## src/rtl/inst_fetch_unit_pkg.sv

```systemverilog
// ---------------------------------------------------------------------------
// inst_fetch_unit_pkg
// Shared definitions for the fetch stage and the decoder.
//   PC_W      : default program-counter / instruction-address width
//   BS_*      : branch-select codes driven by the decoder
//   state_t   : fetch-stage sequencer states
// ---------------------------------------------------------------------------
package inst_fetch_unit_pkg;

   localparam int PC_W = 16;

   localparam logic [2:0] BS_INC = 3'b000;
   localparam logic [2:0] BS_SKZ = 3'b001;
   localparam logic [2:0] BS_JMP = 3'b010;
   localparam logic [2:0] BS_RET = 3'b011;
   localparam logic [2:0] BS_JSR = 3'b100;

   typedef enum logic [1:0] {
      ST_FETCH = 2'b00,
      ST_EXEC  = 2'b01,
      ST_INTR  = 2'b10
   } state_t;

endpackage

```

## src/rtl/inst_fetch_unit_next_pc_sel.sv

```systemverilog
// ---------------------------------------------------------------------------
// inst_fetch_unit_next_pc_sel
// Combinational next-PC multiplexer for a completing instruction.
//   pc          in  current PC
//   bs          in  branch select from the decoder
//   zero_flag   in  ALU zero flag (used by skip-on-zero)
//   jump_target in  JMP/JSR target
//   ret_addr    in  popped return address for RET
//   npc         out next PC (mod 2^PC_W)
// ---------------------------------------------------------------------------
module inst_fetch_unit_next_pc_sel #(
   parameter int PC_W = inst_fetch_unit_pkg::PC_W
) (
   input  logic [PC_W-1:0] pc,
   input  logic [2:0]      bs,
   input  logic            zero_flag,
   input  logic [PC_W-1:0] jump_target,
   input  logic [PC_W-1:0] ret_addr,
   output logic [PC_W-1:0] npc
);
   import inst_fetch_unit_pkg::*;

   logic [PC_W-1:0] w_pc_inc1;
   logic [PC_W-1:0] w_pc_inc2;

   // Sequential successors; the adders wrap naturally at 2^PC_W.
   assign w_pc_inc1 = pc + PC_W'(1);
   assign w_pc_inc2 = pc + PC_W'(2);

   // Select the next PC from the branch-select code; unused codes fall through.
   always_comb begin
      npc = w_pc_inc1;
      case (bs)
         BS_INC: npc = w_pc_inc1;
         BS_SKZ: begin
            if (zero_flag) begin
               npc = w_pc_inc2;
            end else begin
               npc = w_pc_inc1;
            end
         end
         BS_JMP: npc = jump_target;
         BS_RET: npc = ret_addr;
         BS_JSR: npc = jump_target;
         default: npc = w_pc_inc1;
      endcase
   end

endmodule

```

## src/rtl/inst_fetch_unit.sv

```systemverilog
// ---------------------------------------------------------------------------
// inst_fetch_unit
// Fetch stage: owns PC and IR, fetches over a valid handshake, executes one
// instruction per EXEC slot, applies branch selects and injects interrupts.
//   clk, rst_n        clock, asynchronous active-low reset
//   imem_addr/imem_rd instruction memory address (== PC) and read request
//   imem_data/valid   instruction word and its valid strobe
//   inst/inst_valid   IR to the decoder, high while executing
//   stall             holds the current EXEC slot
//   bs, zero_flag     branch select and ALU zero flag
//   jump_target       JMP/JSR target; ret_addr popped RET address
//   ion/iof           set/clear interrupt-enable pulses (iof wins)
//   irq               level interrupt request
//   ien               one-cycle interrupt indicator to the decoder
//   ret_pc            return address to push; int_en current enable flag
// ---------------------------------------------------------------------------
module inst_fetch_unit #(
   parameter int                                 PC_W      = inst_fetch_unit_pkg::PC_W,
   parameter int                                 INST_W    = 16,
   parameter logic [inst_fetch_unit_pkg::PC_W-1:0] RESET_VEC = 16'h0000,
   parameter logic [inst_fetch_unit_pkg::PC_W-1:0] INT_VEC   = 16'h0010
) (
   input  logic              clk,
   input  logic              rst_n,
   output logic [PC_W-1:0]   imem_addr,
   output logic              imem_rd,
   input  logic [INST_W-1:0] imem_data,
   input  logic              imem_valid,
   output logic [INST_W-1:0] inst,
   output logic              inst_valid,
   input  logic              stall,
   input  logic [2:0]        bs,
   input  logic              zero_flag,
   input  logic [PC_W-1:0]   jump_target,
   input  logic [PC_W-1:0]   ret_addr,
   input  logic              ion,
   input  logic              iof,
   input  logic              irq,
   output logic              ien,
   output logic [PC_W-1:0]   ret_pc,
   output logic              int_en
);
   import inst_fetch_unit_pkg::*;

   state_t            r_state;
   state_t            w_state_nxt;
   logic [PC_W-1:0]   r_pc;
   logic [PC_W-1:0]   r_ret_pc;
   logic [INST_W-1:0] r_ir;
   logic              r_int_en;
   logic              w_int_en_nxt;
   logic              w_exec_done;
   logic              w_take_int;
   logic [PC_W-1:0]   w_npc;

   inst_fetch_unit_next_pc_sel #(
      .PC_W (PC_W)
   ) u_next_pc_sel (
      .pc          (r_pc),
      .bs          (bs),
      .zero_flag   (zero_flag),
      .jump_target (jump_target),
      .ret_addr    (ret_addr),
      .npc         (w_npc)
   );

   // Sequencer next state; an instruction completes on the first unstalled EXEC cycle.
   always_comb begin
      w_state_nxt = r_state;
      w_exec_done = 1'b0;
      w_take_int  = 1'b0;
      case (r_state)
         ST_FETCH: begin
            if (imem_valid) begin
               w_state_nxt = ST_EXEC;
            end else begin
               w_state_nxt = ST_FETCH;
            end
         end
         ST_EXEC: begin
            if (stall) begin
               w_state_nxt = ST_EXEC;
            end else begin
               w_exec_done = 1'b1;
               // The enable seen here is the registered one, so ion/iof take effect next completion.
               if (irq && r_int_en) begin
                  w_take_int  = 1'b1;
                  w_state_nxt = ST_INTR;
               end else begin
                  w_state_nxt = ST_FETCH;
               end
            end
         end
         ST_INTR: w_state_nxt = ST_FETCH;
         default: w_state_nxt = ST_FETCH;
      endcase
   end

   // Interrupt-enable update: entry clears it, then iof, then ion.
   always_comb begin
      w_int_en_nxt = r_int_en;
      if (w_take_int) begin
         w_int_en_nxt = 1'b0;
      end else if (iof) begin
         w_int_en_nxt = 1'b0;
      end else if (ion) begin
         w_int_en_nxt = 1'b1;
      end else begin
         w_int_en_nxt = r_int_en;
      end
   end

   // State, PC, IR, return-PC and enable registers.
   always_ff @(posedge clk or negedge rst_n) begin
      if (!rst_n) begin
         r_state  <= ST_FETCH;
         r_pc     <= RESET_VEC;
         r_ir     <= '0;
         r_ret_pc <= '0;
         r_int_en <= 1'b0;
      end else begin
         r_state  <= w_state_nxt;
         r_int_en <= w_int_en_nxt;
         if ((r_state == ST_FETCH) && imem_valid) begin
            r_ir <= imem_data;
         end
         if (w_exec_done) begin
            if (w_take_int) begin
               // The interrupted flow resumes at the PC it would have gone to.
               r_pc     <= INT_VEC;
               r_ret_pc <= w_npc;
            end else begin
               r_pc <= w_npc;
               if (bs == BS_JSR) begin
                  r_ret_pc <= r_pc + PC_W'(1);
               end
            end
         end
      end
   end

   assign imem_addr  = r_pc;
   // The reset state is FETCH, so the read request is gated off while reset is held.
   assign imem_rd    = (r_state == ST_FETCH) && rst_n;
   assign inst       = r_ir;
   assign inst_valid = (r_state == ST_EXEC);
   assign ien        = (r_state == ST_INTR);
   assign ret_pc     = r_ret_pc;
   assign int_en     = r_int_en;

endmodule

```

## config.mk

```make
export PLATFORM = sky130hd
export DESIGN_NAME = inst_fetch_unit
export DESIGN_NICKNAME = d
export VERILOG_FILES = /design/src/rtl/inst_fetch_unit_pkg.sv /design/src/rtl/inst_fetch_unit_next_pc_sel.sv /design/src/rtl/inst_fetch_unit.sv
export SDC_FILE = /design/constraint.sdc
export NUM_CORES = 1
export LEC_CHECK = 0
export ABC_AREA = 0
export BUFFER_PORTS_ARGS = -buffer_cell sky130_fd_sc_hd__buf_4
export CORE_AREA = 5 5 90 92
export DETAILED_ROUTE_END_ITERATION = 7
export DIE_AREA = 0 0 95 97
export HOLD_SLACK_MARGIN = 0.15
export PLACE_DENSITY = 0.77
export SLEW_MARGIN = 20
export SYNTH_ARGS = -nofsm -noshare
export SYNTH_HDL_FRONTEND = slang
export SYNTH_SLANG_ARGS = --single-unit
```

## constraint.sdc

```tcl
create_clock -name clk -period 3.52 [get_ports clk]
set_clock_uncertainty 0.15 [all_clocks]
set_input_delay 0.352 -clock clk [delete_from_list [all_inputs] [get_ports clk]]
set_output_delay 0.352 -clock clk [all_outputs]
set_load 0.02 [all_outputs]
```

# Word level (Yosys, flattened, before mapping)
# Cells that the tools add are included.
# word_totals
reg_bits,51
latchBits,0
ramBits,0
mem_bits_ro,0
input_bits,59
out_inout_bits,52
wordCells,38
memories,0
# op_classes
n_addsub,2
n_mul,0
div_mod_pow,0
n_lt_le_gt_ge,0
eq_ne,6
shift,0
n_mux,17
bitwise,0
n_reduce_logical,8
# ops
op,count
16-bit two-way mux,4
16-bit one-hot mux with 3 select lines,1
16-bit by 1-bit adder with 16-bit output (second input constant),1
16-bit by 2-bit adder with 16-bit output (second input constant),1
1-bit two-way mux,9
3-bit by 2-bit == test with 1-bit output (second input constant),2
2-bit two-way mux,2
2-bit one-hot mux with 2 select lines,1
3-bit by 1-bit == test with 1-bit output (second input constant),1
3-bit == test (second input constant),1
1-bit logical AND,3
3-bit nonzero test,1
2-bit by 1-bit == test with 1-bit output (second input constant),1
2-bit == test (second input constant),1
2-bit logical NOT,1
2-bit AND reduction,1
2-bit nonzero test,1
2-bit OR reduction,1

# Logic depth before layout (Yosys ltp)
# Gate-level depths: netlist of the first run.
# depth
depth_word,6
mapped_depth,9
depth_no_buf,7

# Hierarchy
# From an unflattened synthesis of the first run, not the netlist that was laid out.
# unflattened
hier_cells,430
hier_area_um2,3658.5
# modules_own_cells
module,instances,cells_each,area_per_inst_um2,seq_area_each_um2
inst_fetch_unit,1,208,2279.7,1276.2
inst_fetch_unit_next_pc_sel,1,222,1378.8,0.0

# Worst setup path after synthesis of the first run
# Ideal clock, no wire load.
# synth_path
kind,register -> register
from,"register r_pc[2], in the netlist imem_addr[2]"
to,"register r_ret_pc[11], in the netlist ret_pc[11]"
setup_ns,0.126
t_arrival_ns,1.937
t_required_ns,3.244
setup_slack_ns,1.307
stages_incl_launch_ff,7
path_buffers,0
period_less_slack_ns,2.213
cell_sequence,dfrtp_1 > ha_1 > nand3_1 > nor3_1 > o221a_2 > o21ai_1 > a221o_1
# synth_via
elab_chain_cells,4
elab_cells_between_ends,6
cone_classes,2 x add/sub; 4 x mux
# synth_lines
item,line_no,source
"start, declared",inst_fetch_unit.sv:47,logic [PC_W-1:0] r_pc;
"start signal, assigned",inst_fetch_unit.sv:133,r_pc <= w_npc;
16-bit by 1-bit adder with 16-bit output or 16-bit by 2-bit adder with 16-bit output (tied branches),"inst_fetch_unit_next_pc_sel.sv:27, inst_fetch_unit.sv:135, inst_fetch_unit_next_pc_sel.sv:28",
16-bit two-way mux,inst_fetch_unit_next_pc_sel.sv:36,if (zero_flag) begin
16-bit one-hot mux with 3 select lines,inst_fetch_unit_next_pc_sel.sv:33,case (bs)
16-bit two-way mux (*),inst_fetch_unit.sv:128,if (w_take_int) begin
"end signal, assigned",inst_fetch_unit.sv:131,r_ret_pc <= w_npc;
"end signal, assigned",inst_fetch_unit.sv:135,r_ret_pc <= r_pc + PC_W'(1);
"end, declared",inst_fetch_unit.sv:48,logic [PC_W-1:0] r_ret_pc;
# Every way passes the cells marked *; elsewhere a longest branch is shown, timed or not. The select of a mux whose other input is x is not followed.
# A chain may end at the register's enable or synchronous reset.

# Worst setup path after layout of the first run
# layout_path
from,input port stall
to,"register r_ret_pc[11], in the netlist ret_pc[11]"
# layout_via
elab_chain_cells,4
elab_cells_between_ends,7
cone_classes,5 x mux; 2 x reduce/logical
# layout_lines
item,line_no,source
"start, declared",inst_fetch_unit.sv:31,"input logic stall,"
1-bit two-way mux,inst_fetch_unit.sv:81,if (stall) begin
1-bit two-way mux,inst_fetch_unit.sv:72,case (r_state)
2-bit nonzero test (no line),-,
2-bit AND reduction (no line),-,
# Several ways; a longest one is shown, not always the timed one.

==> results of run 1 <==
## flip-flops by register name, indices dropped and copies added, names as in the netlist
name       flops
imem_addr     16
int_en         1
ret_pc        16
inst          16
r_state        2
## worst paths after layout
kind	startpoint	to	slack, ns	cells past startpoint
setup reg to reg	imem_addr[0]	imem_addr[10]	0.98	7
max in group asynchronous	rst_n	imem_addr[13]	2.33	2
setup / recovery	stall	ret_pc[11]	0.86	8
min in group asynchronous	rst_n	inst[5]	0.45	2
hold / removal	ion	int_en	0.16	3
hold reg to reg	ret_pc[7]	ret_pc[7]	0.36	2
## power breakdown
group          total, uW  switching, uW  leakage [uW]  internal (uW)
registers           1080            290      0.000632            786
logic               1320            695       0.00134            623
clock network        363            215     0.0000502            148
## logic make-up (layout without fill, tap and decap cells)
kind of cell,after synthesis,after routing,share of synthesized area
compound gates,118,118,0.2447
xor+xnor,19,19,0.05045
fa+ha+maj,2,2,0.007258
buf+inv,34,149,0.04900
flops,51,51,0.3702
mux,18,18,0.05808
simple gates,137,137,0.2203
## worst max-delay path, cell delays in order
cell	delay, ns
dlygate4sd3_1	0.55
buf_4	0.15
or3b_1	0.67
nor2_2	0.19
buf_4	0.18
nand2_1	0.32
nor2_1	0.23
a221o_1	0.13
## per-stage QoR
| stage | total power (uW) | util | instances | cell area (um^2) | worst slack [ns] |
|---|---|---|---|---|---|
| after floorplan | 1818 | - | 379 | 3447 | 1.307 |
| final | 2756 | 0.6417 | 593 | 4579 | 0.8605 |
| after global routing | 2931 | 0.6417 | 593 | 4579 | 0.7742 |
| after global placement | 2349 | 0.6013 | 566 | 4292 | 1.045 |
| after detailed placement | 2372 | 0.6013 | 566 | 4292 | 0.9961 |
| after CTS | 2754 | 0.6417 | 593 | 4579 | 0.8939 |
## synthesized netlist by cell type (all sizes together) (2+ instances only)
cell type	n
a211oi	2
a21o	2
a21oi	16
a221o	8
a221oi	4
a222oi	6
a22o	8
a22oi	10
and2	4
and3	8
and4	2
buf	15
clkbuf	12
dfrtp	51
ha	2
inv	6
mux2	16
mux2i	2
nand2	31
nand2b	3
nand3	7
nand4	4
nor2	33
nor2b	13
nor3	15
nor3b	6
nor4	6
o211ai	3
o21a	5
o21ai	31
o221a	2
o221ai	6
o22a	3
o22ai	6
xnor2	12
xor2	7
## routing by layer
metal,global-route usage,up-vias,part of all wire
li1,-,1657,-
met1,0.3332,1662,0.42
met2,0.4100,193,0.47
met3,0.06517,23,0.093
met4,0.07103,0,0.018
met5,0,-,0
## area by class of cell
cell class | count | area (um^2) | area share
Clock buffer | 5 | 68.82 | 0.01503
Inverter | 7 | 26.28 | 0.005738
Multi-Input combinational cell | 294 | 2002 | 0.4372
Tap cell | 99 | 123.9 | 0.02705
Sequential cell | 51 | 1276 | 0.2787
Timing Repair Buffer | 134 | 1054 | 0.2301
Clock inverter | 3 | 28.78 | 0.006284
## what timing repair did
item	in CTS	in global routing
hold buffers	19	0
resized for setup	0	0
endpoints found under the hold margin	69	0
setup buffers	0	0
## cell usage in the layout, fill, tap and decap left out, types with 11 or more instances in the layout
| cell | synthesis | layout |
|---|---|---|
| a21oi_1 | 16 | 16 |
| buf_4 | 3 | 115 |
| dfrtp_1 | 51 | 51 |
| dlygate4sd3_1 | 0 | 19 |
| mux2_2 | 16 | 16 |
| nand2_1 | 30 | 30 |
| nor2_1 | 32 | 32 |
| nor2b_1 | 13 | 13 |
| nor3_1 | 13 | 13 |
| o21ai_0 | 20 | 20 |
| xnor2_1 | 11 | 11 |
==> impl_metrics.env, run 1 <==
export IMPL_cp_required_ns=3.62
export IMPL_grtUsageTotal=0.2538
export IMPL_antenna_cells=0
export IMPL_die_area_um2=9215
export IMPL_core_area_um2=7137
export IMPL_routed_wl_um=11590
export IMPL_place_congestion=0.9885
export IMPL_cts_root_buf="clkbuf_8"
export IMPL_ios=111
export IMPL_grt_pass1_wl_um=18430
export IMPL_viasPerCell=5.961
export IMPL_clock_latency_ns=0.31
export IMPL_seq_area_frac_synth=0.3702
export IMPL_synth_area_per_cell_um2=9.095
export IMPL_cts_buffer_depth=2
export IMPL_firstDrtPassIters=5
export IMPL_powerDensity_nw_per_um2=601.9
export IMPL_slew_viol_final=0
export IMPL_ctsHtreeMaxLevel=2
export IMPL_rsz0062_at_grt="no"
export IMPL_fmax_mhz=376.0
export IMPL_area_delta_synth_final_pct=32.85
export IMPL_start_util=0.4830
export IMPL_ir_worst_vdd_uv=340.5
export IMPL_synth_distinct_cells=63
export IMPL_p_leak_uw=0.002022
export IMPL_cp_data_arrival_time_ns=2.76
export IMPL_syn_num_nets=440
export IMPL_synthCells=379
export IMPL_drcViolationCount=0
export IMPL_layout_min_cycle_time_ns=2.659
export IMPL_grt_remaining_overflow=0
export IMPL_synth_area_leaders="dfrtp_1 37%, mux2_2 5.2%, nor2_1 3.5%, nand2_1 3.3%, o21ai_0 2.9%"
export IMPL_fillCellCount=598
export IMPL_slew_headroom=0.4127
export IMPL_start_kind="input pin"
export IMPL_maxCapViolCount=0
export IMPL_fin_crit_sh=0.7555
export IMPL_cts_tree="built"
export IMPL_synth_ff_type="dfrtp_1"
export IMPL_drtAntennaViolNets=0
export IMPL_die_y_um=97
export IMPL_netlist_area_leader_share=0.3702
export IMPL_worst_slew_pin_transition_ns=0.8776
export IMPL_drive_gt1_frac=0.3138
export IMPL_synth_top_cell_by_area="dfrtp_1"
export IMPL_path_class="input pin to flop"
export IMPL_die_w_um=95
export IMPL_yosysWarnings=0
export IMPL_synth_area_um2=3447
export IMPL_whs_ns=0.1552
export IMPL_cts_buffers=5
export IMPL_synthArstFlopShare=1.000
export IMPL_path_clk_slew_ns=0.11
export IMPL_cts_sinks=51
export IMPL_cp_end_kind="flop"
export IMPL_portBuffers=110
export IMPL_synth_edff_count=0
export IMPL_hpwl_um=8473
export IMPL_outcome="complete, no violations"
export IMPL_min_path_type="input pin to flop"
export IMPL_dr_total_vias=3535
export IMPL_avgRoutedWirePerCell_um=19.55
export IMPL_tns_ns=0
export IMPL_antenna_found_initial=0
export IMPL_path_max_fanout=16
export IMPL_setup_violations=0
export IMPL_drtIter0Drc=291
export IMPL_hold_viol=0
export IMPL_row_count=31
export IMPL_ys_seq_elements=51
export IMPL_first_global_vias=3489
export IMPL_finalNetCount=554
export IMPL_grt_max_degree=53
(Power assumes the default switching activity.)
==> inputs of run 2 (changes only) <==
clock period = 2.5 ns   (was 3.52 ns; I/O delays follow)
==> impl_metrics.env, run 2 (synthesized netlist as in run 1, its figures left out) <==
export IMPL_outcome="complete, no violations"
export IMPL_viasPerCell=5.984
export IMPL_tns_ns=0
export IMPL_avgRoutedWirePerCell_um=20.23
export IMPL_post_cts_buffers=0
export IMPL_drtAntennaViolNets=0
export IMPL_start_kind="input pin"
export IMPL_ir_worst_vdd_uv=459.6
export IMPL_path_class="input pin to flop"
export IMPL_row_count=31
export IMPL_fmax_mhz=411.5
export IMPL_critical_path_slowest_cell="dlygate4sd3_1"
export IMPL_routed_wl_um=12400
export IMPL_cts_tree="built"
export IMPL_min_path_type="input pin to flop"
export IMPL_power_internal_uw=2342
export IMPL_cts_buffers=5
export IMPL_hold_viol=0
export IMPL_antenna_found_initial=0
export IMPL_cp_required_ns=2.55
export IMPL_drcViolationCount=0
export IMPL_ctsHtreeMaxLevel=2
export IMPL_antenna_cells=0
export IMPL_mostFrequentLayoutCells="132 x buf_4, 51 x dfrtp_1, 32 x nor2_1"
export IMPL_ios=111
export IMPL_drtIter0Drc=328
export IMPL_grt_pass1_wl_um=18980
export IMPL_drive_gt1_frac=0.3346
export IMPL_firstDrtPassIters=7
export IMPL_stdcell_count=613
export IMPL_slew_headroom=0.5255
export IMPL_place_congestion=0.9734
export IMPL_grtUsageTotal=0.2632
export IMPL_grt_remaining_overflow=0
export IMPL_finalNetCount=574
export IMPL_portBuffers=110
export IMPL_slew_viol_final=0
export IMPL_clockPowerShare=0.148
export IMPL_setup_violations=0
export IMPL_core_area_um2=7137
export IMPL_clock_latency_ns=0.32
export IMPL_dp_cells=583
export IMPL_die_y_um=97
export IMPL_cts_root_buf="clkbuf_8"
export IMPL_path_cells="dlygate4sd3_1 -> buf_4 -> nor3b_4 -> nand2_1 -> clkinv_1 -> buf_4 -> nor3_1 -> dlygate4sd3_1"
export IMPL_cp_end_kind="flop"
export IMPL_first_global_vias=3556
export IMPL_die_w_um=95
export IMPL_finalPower_uw=4064
export IMPL_critPathTopFamily="buffers and inverters"
export IMPL_combPwrFrac=0.491
export IMPL_seqPwrFrac=0.360
export IMPL_power_switching_uw=1723
export IMPL_grt_max_degree=52
export IMPL_maxCapViolCount=0
export IMPL_final_cell_area_um2=4761
export IMPL_layout_min_cycle_time_ns=2.430
export IMPL_finish_utilization=0.6671
export IMPL_cts_buffer_depth=2
export IMPL_area_delta_synth_final_pct=38.11
export IMPL_fin_crit_sh=0.9721
export IMPL_path_clk_slew_ns=0.10
export IMPL_cp_data_arrival_time_ns=2.48
export IMPL_path_buf_inv=5
export IMPL_dpl_cell_area_um2=4419
export IMPL_start_util=0.4830
export IMPL_dr_total_vias=3668
export IMPL_die_area_um2=9215
export IMPL_path_max_fanout=9
export IMPL_hpwl_um=8676
export IMPL_fillCellCount=604
export IMPL_layout_commonest_cell="buf_4"
export IMPL_cts_sinks=51
export IMPL_powerDensity_nw_per_um2=853.7
export IMPL_worst_slew_pin_transition_ns=0.7117
export IMPL_p_leak_uw=0.002126
export IMPL_switching_share=0.4239
export IMPL_rsz0062_at_grt="no"
export IMPL_slowest_delay_ns=0.58
run 2: what timing repair did:
item                                    4_1_cts  5_1_grt
endpoints found under the setup margin        0        1
resized for setup                             0        1
endpoints found under the hold margin        72        0
hold buffers                                 22        0
run 2: worst min-delay path, stage by stage:
cell,delay [ns]
buf_4,0.08
a222oi_1,0.10
o21ai_0,0.16
run 2: metrics by stage:
step,hold WS (ns),setup slack [ns]
after floorplan,-0.1956,0.2869
after global placement,0.2587,0.1900
after detailed placement,0.2641,0.1763
after CTS,0.1682,0.1032
after global routing,0.1755,0.005666
final,0.1611,0.06975
run 2: area by class of cell:
| cell class | count | area [um^2] | area share |
|---|---|---|---|
| well taps | 99 | 123.9 | 0.02602 |
| flip-flops and latches | 51 | 1276 | 0.2681 |
| inverters | 7 | 26.28 | 0.005519 |
| clock inverters | 3 | 46.29 | 0.009724 |
| repair buffers | 154 | 1211 | 0.2544 |
| clock buffers | 5 | 68.82 | 0.01445 |
| multi-input cells | 294 | 2008 | 0.4218 |
run 2: worst paths after layout:
kind                                start       endpoint  slack [ns]  cells past startpoint
max in group asynchronous           rst_n  imem_addr[13]        1.28                      3
setup / recovery                    stall         int_en        0.07                      8
hold reg to reg                 ret_pc[0]      ret_pc[0]        0.35                      2
setup reg to reg             imem_addr[1]     ret_pc[11]        0.10                      6
min in group asynchronous           rst_n       inst[10]        0.48                      3
hold / removal             jump_target[2]   imem_addr[2]        0.16                      3
run 2: routing by layer:
metal	up-vias	wire length [um]	GRT usage
li1	1687	-	-
met3	21	1109	0.04500
met5	-	0	0
met1	1739	5103	0.3589
met2	221	5904	0.4235
met4	0	286	0.07880
run 2: power groups by stage:
stage                     logic [uW]  registers, uW  clock network [uW]
after floorplan                  886           1670                   0
final                           2000           1460                 603
after global routing            2150           1500                 634
after detailed placement        1950           1450                   0
after global placement          1930           1440                   0
after CTS                       1990           1440                 601
==> inputs of run 3 (changes only) <==
--- a/config.mk
+++ b/config.mk
@@ -8,7 +8,7 @@
 export ABC_AREA = 0
 export BUFFER_PORTS_ARGS = -buffer_cell sky130_fd_sc_hd__buf_4
-export CORE_AREA = 5 5 90 92
+export CORE_AREA = 2 2 87 89
 export DETAILED_ROUTE_END_ITERATION = 7
-export DIE_AREA = 0 0 95 97
+export DIE_AREA = 0 0 89 91
 export HOLD_SLACK_MARGIN = 0.15
 export PLACE_DENSITY = 0.77
==> constraint.sdc (replaced) <==
create_clock -name clk -period 2.5 [get_ports clk]
set_clock_uncertainty 0.15 [all_clocks]
set_input_delay 0.125 -clock clk [delete_from_list [all_inputs] [get_ports clk]]
set_output_delay 0.125 -clock clk [all_outputs]
set_load 0.02 [all_outputs]
==> impl_metrics.env, run 3 (synthesized netlist as in run 1, its figures left out) <==
export IMPL_setup_violations=0
export IMPL_die_w_um=89
export IMPL_die_area_um2=8099
export IMPL_maxCapViolCount=0
export IMPL_rr_worst_depth=6
export IMPL_min_from="ret_addr[2]"
export IMPL_fmax_mhz=417.5
export IMPL_crit_start="stall"
export IMPL_layout_commonest_cell="buf_4"
export IMPL_crit_path_end="int_en"
export IMPL_cp_required_ns=2.56
export IMPL_slew_viol_final=0
export IMPL_finish_utilization=0.6862
export IMPL_hpwl_um=8356
export IMPL_slew_headroom=0.3328
export IMPL_cts_sinks=51
export IMPL_min_path_type="input pin to flop"
export IMPL_ios=111
export IMPL_ir_worst_vdd_uv=501.8
export IMPL_drcViolationCount=0
export IMPL_die_y_um=91
export IMPL_first_global_vias=3620
export IMPL_firstDrtPassIters=6
export IMPL_clock_latency_ns=0.32
export IMPL_rsz0062_at_grt="no"
export IMPL_ctsHtreeMaxLevel=2
export IMPL_finalPower_uw=4067
export IMPL_whs_path_depth=4
export IMPL_drtAntennaViolNets=0
export IMPL_cts_tree="built"
export IMPL_cts_buffer_depth=2
export IMPL_avgRoutedWirePerCell_um=19.20
export IMPL_grtUsageTotal=0.2997
export IMPL_tns_ns=0
export IMPL_fin_crit_sh=0.9581
export IMPL_worst_slew_pin_transition_ns=0.9975
export IMPL_grt_remaining_overflow=0
export IMPL_start_kind="input pin"
export IMPL_antenna_found_initial=0
export IMPL_finalNetCount=586
export IMPL_core_area_um2=7137
export IMPL_viasPerCell=5.875
export IMPL_cts_buffers=5
export IMPL_path_max_fanout=9
export IMPL_whs_ns=0.1505
export IMPL_path_clk_slew_ns=0.10
export IMPL_ff2ff_setup_slack_ns=0.11
export IMPL_outcome="complete, no violations"
export IMPL_r2r_end="ret_pc[9]"
export IMPL_drtIter0Drc=299
export IMPL_p_leak_uw=0.002189
export IMPL_routed_wl_um=12020
export IMPL_drive_gt1_frac=0.3232
export IMPL_portBuffers=110
export IMPL_area_delta_synth_final_pct=42.07
export IMPL_path_class="input pin to flop"
export IMPL_hold_viol=0
export IMPL_cp_end_kind="flop"
export IMPL_post_cts_buffers=0
export IMPL_r2r_start="imem_addr[2]"
export IMPL_cts_root_buf="clkbuf_8"
export IMPL_grt_pass1_wl_um=18860
export IMPL_layout_min_cycle_time_ns=2.395
export IMPL_mostFrequentLayoutCells="129 x buf_4, 51 x dfrtp_1, 37 x dlygate4sd3_1"
export IMPL_row_count=31
export IMPL_dr_total_vias=3678
export IMPL_grt_max_degree=32
export IMPL_cp_data_arrival_time_ns=2.45
export IMPL_start_util=0.4830
export IMPL_place_congestion=1.005
export IMPL_powerDensity_nw_per_um2=830.6
-- run 3: cell count changes in the layout (fill, tap and decap cells not counted), sizes merged --
| cell | delta |
|---|---|
| buf | -3 |
| dlygate4sd3 | +15 |
| clkinvlp | -1 |
| diode | +1 |
| clkinv | +1 |
-- run 3: area by class of cell --
cell class,count,area [um^2]
repair buffers,166,1339
inverters,7,26.28
clock buffers,5,68.82
well taps,99,123.9
flip-flops and latches,51,1276
clock inverters,3,47.55
multi-input cells,294,2013
diodes,1,2.502
fillers,587,2240
-- run 3: power by group --
| group | switching (uW) | internal (uW) |
|---|---|---|
| sequential | 341 | 1110 |
| combinational | 1070 | 944 |
| clock | 302 | 304 |
| total | 1710 | 2360 |
-- run 3: worst min-delay path by stage --
stage | endpoint | slack (ns)
2_1_floorplan | imem_addr[0] | -0.32
3_3_place_gp | inst[9] | -0.13
3_5_place_dp | inst[9] | -0.12
4_1_cts | imem_addr[2] | 0.15
5_1_grt | imem_addr[10] | 0.21
6_report | imem_addr[2] | 0.15
-- run 3: per-stage QoR --
stage | cell area [um^2] | setup WS, ns | cells
global placement | 4397 | 0.2519 | 580
floorplan | 3447 | 0.2869 | 379
CTS | 4883 | 0.1471 | 625
detailed placement | 4397 | 0.1406 | 580
global route | 4895 | 0.01448 | 625
finish | 4897 | 0.1047 | 626
-- run 3: worst max-delay path, stage by stage --
cell,delay [ns]
dlygate4sd3_1,0.54
buf_4,0.15
nor3b_2,0.38
nand2_1,0.28
clkinv_1,0.14
buf_4,0.20
nor3_1,0.07
dlygate4sd3_1,0.56
-- run 3: per-layer routing --
layer,vias up,share of wire,GRT usage
met5,-,0,0
met4,0,0.019,0.08333
met3,20,0.079,0.04818
met2,177,0.48,0.4857
met1,1767,0.42,0.4120
li1,1714,-,-
-- run 3: what timing repair did --
action / in CTS / in global routing
hold buffers: 37 / 0
gates resized for setup: 0 / 2
hold endpoints to repair: 88 / 0
setup endpoints to repair: 0 / 1
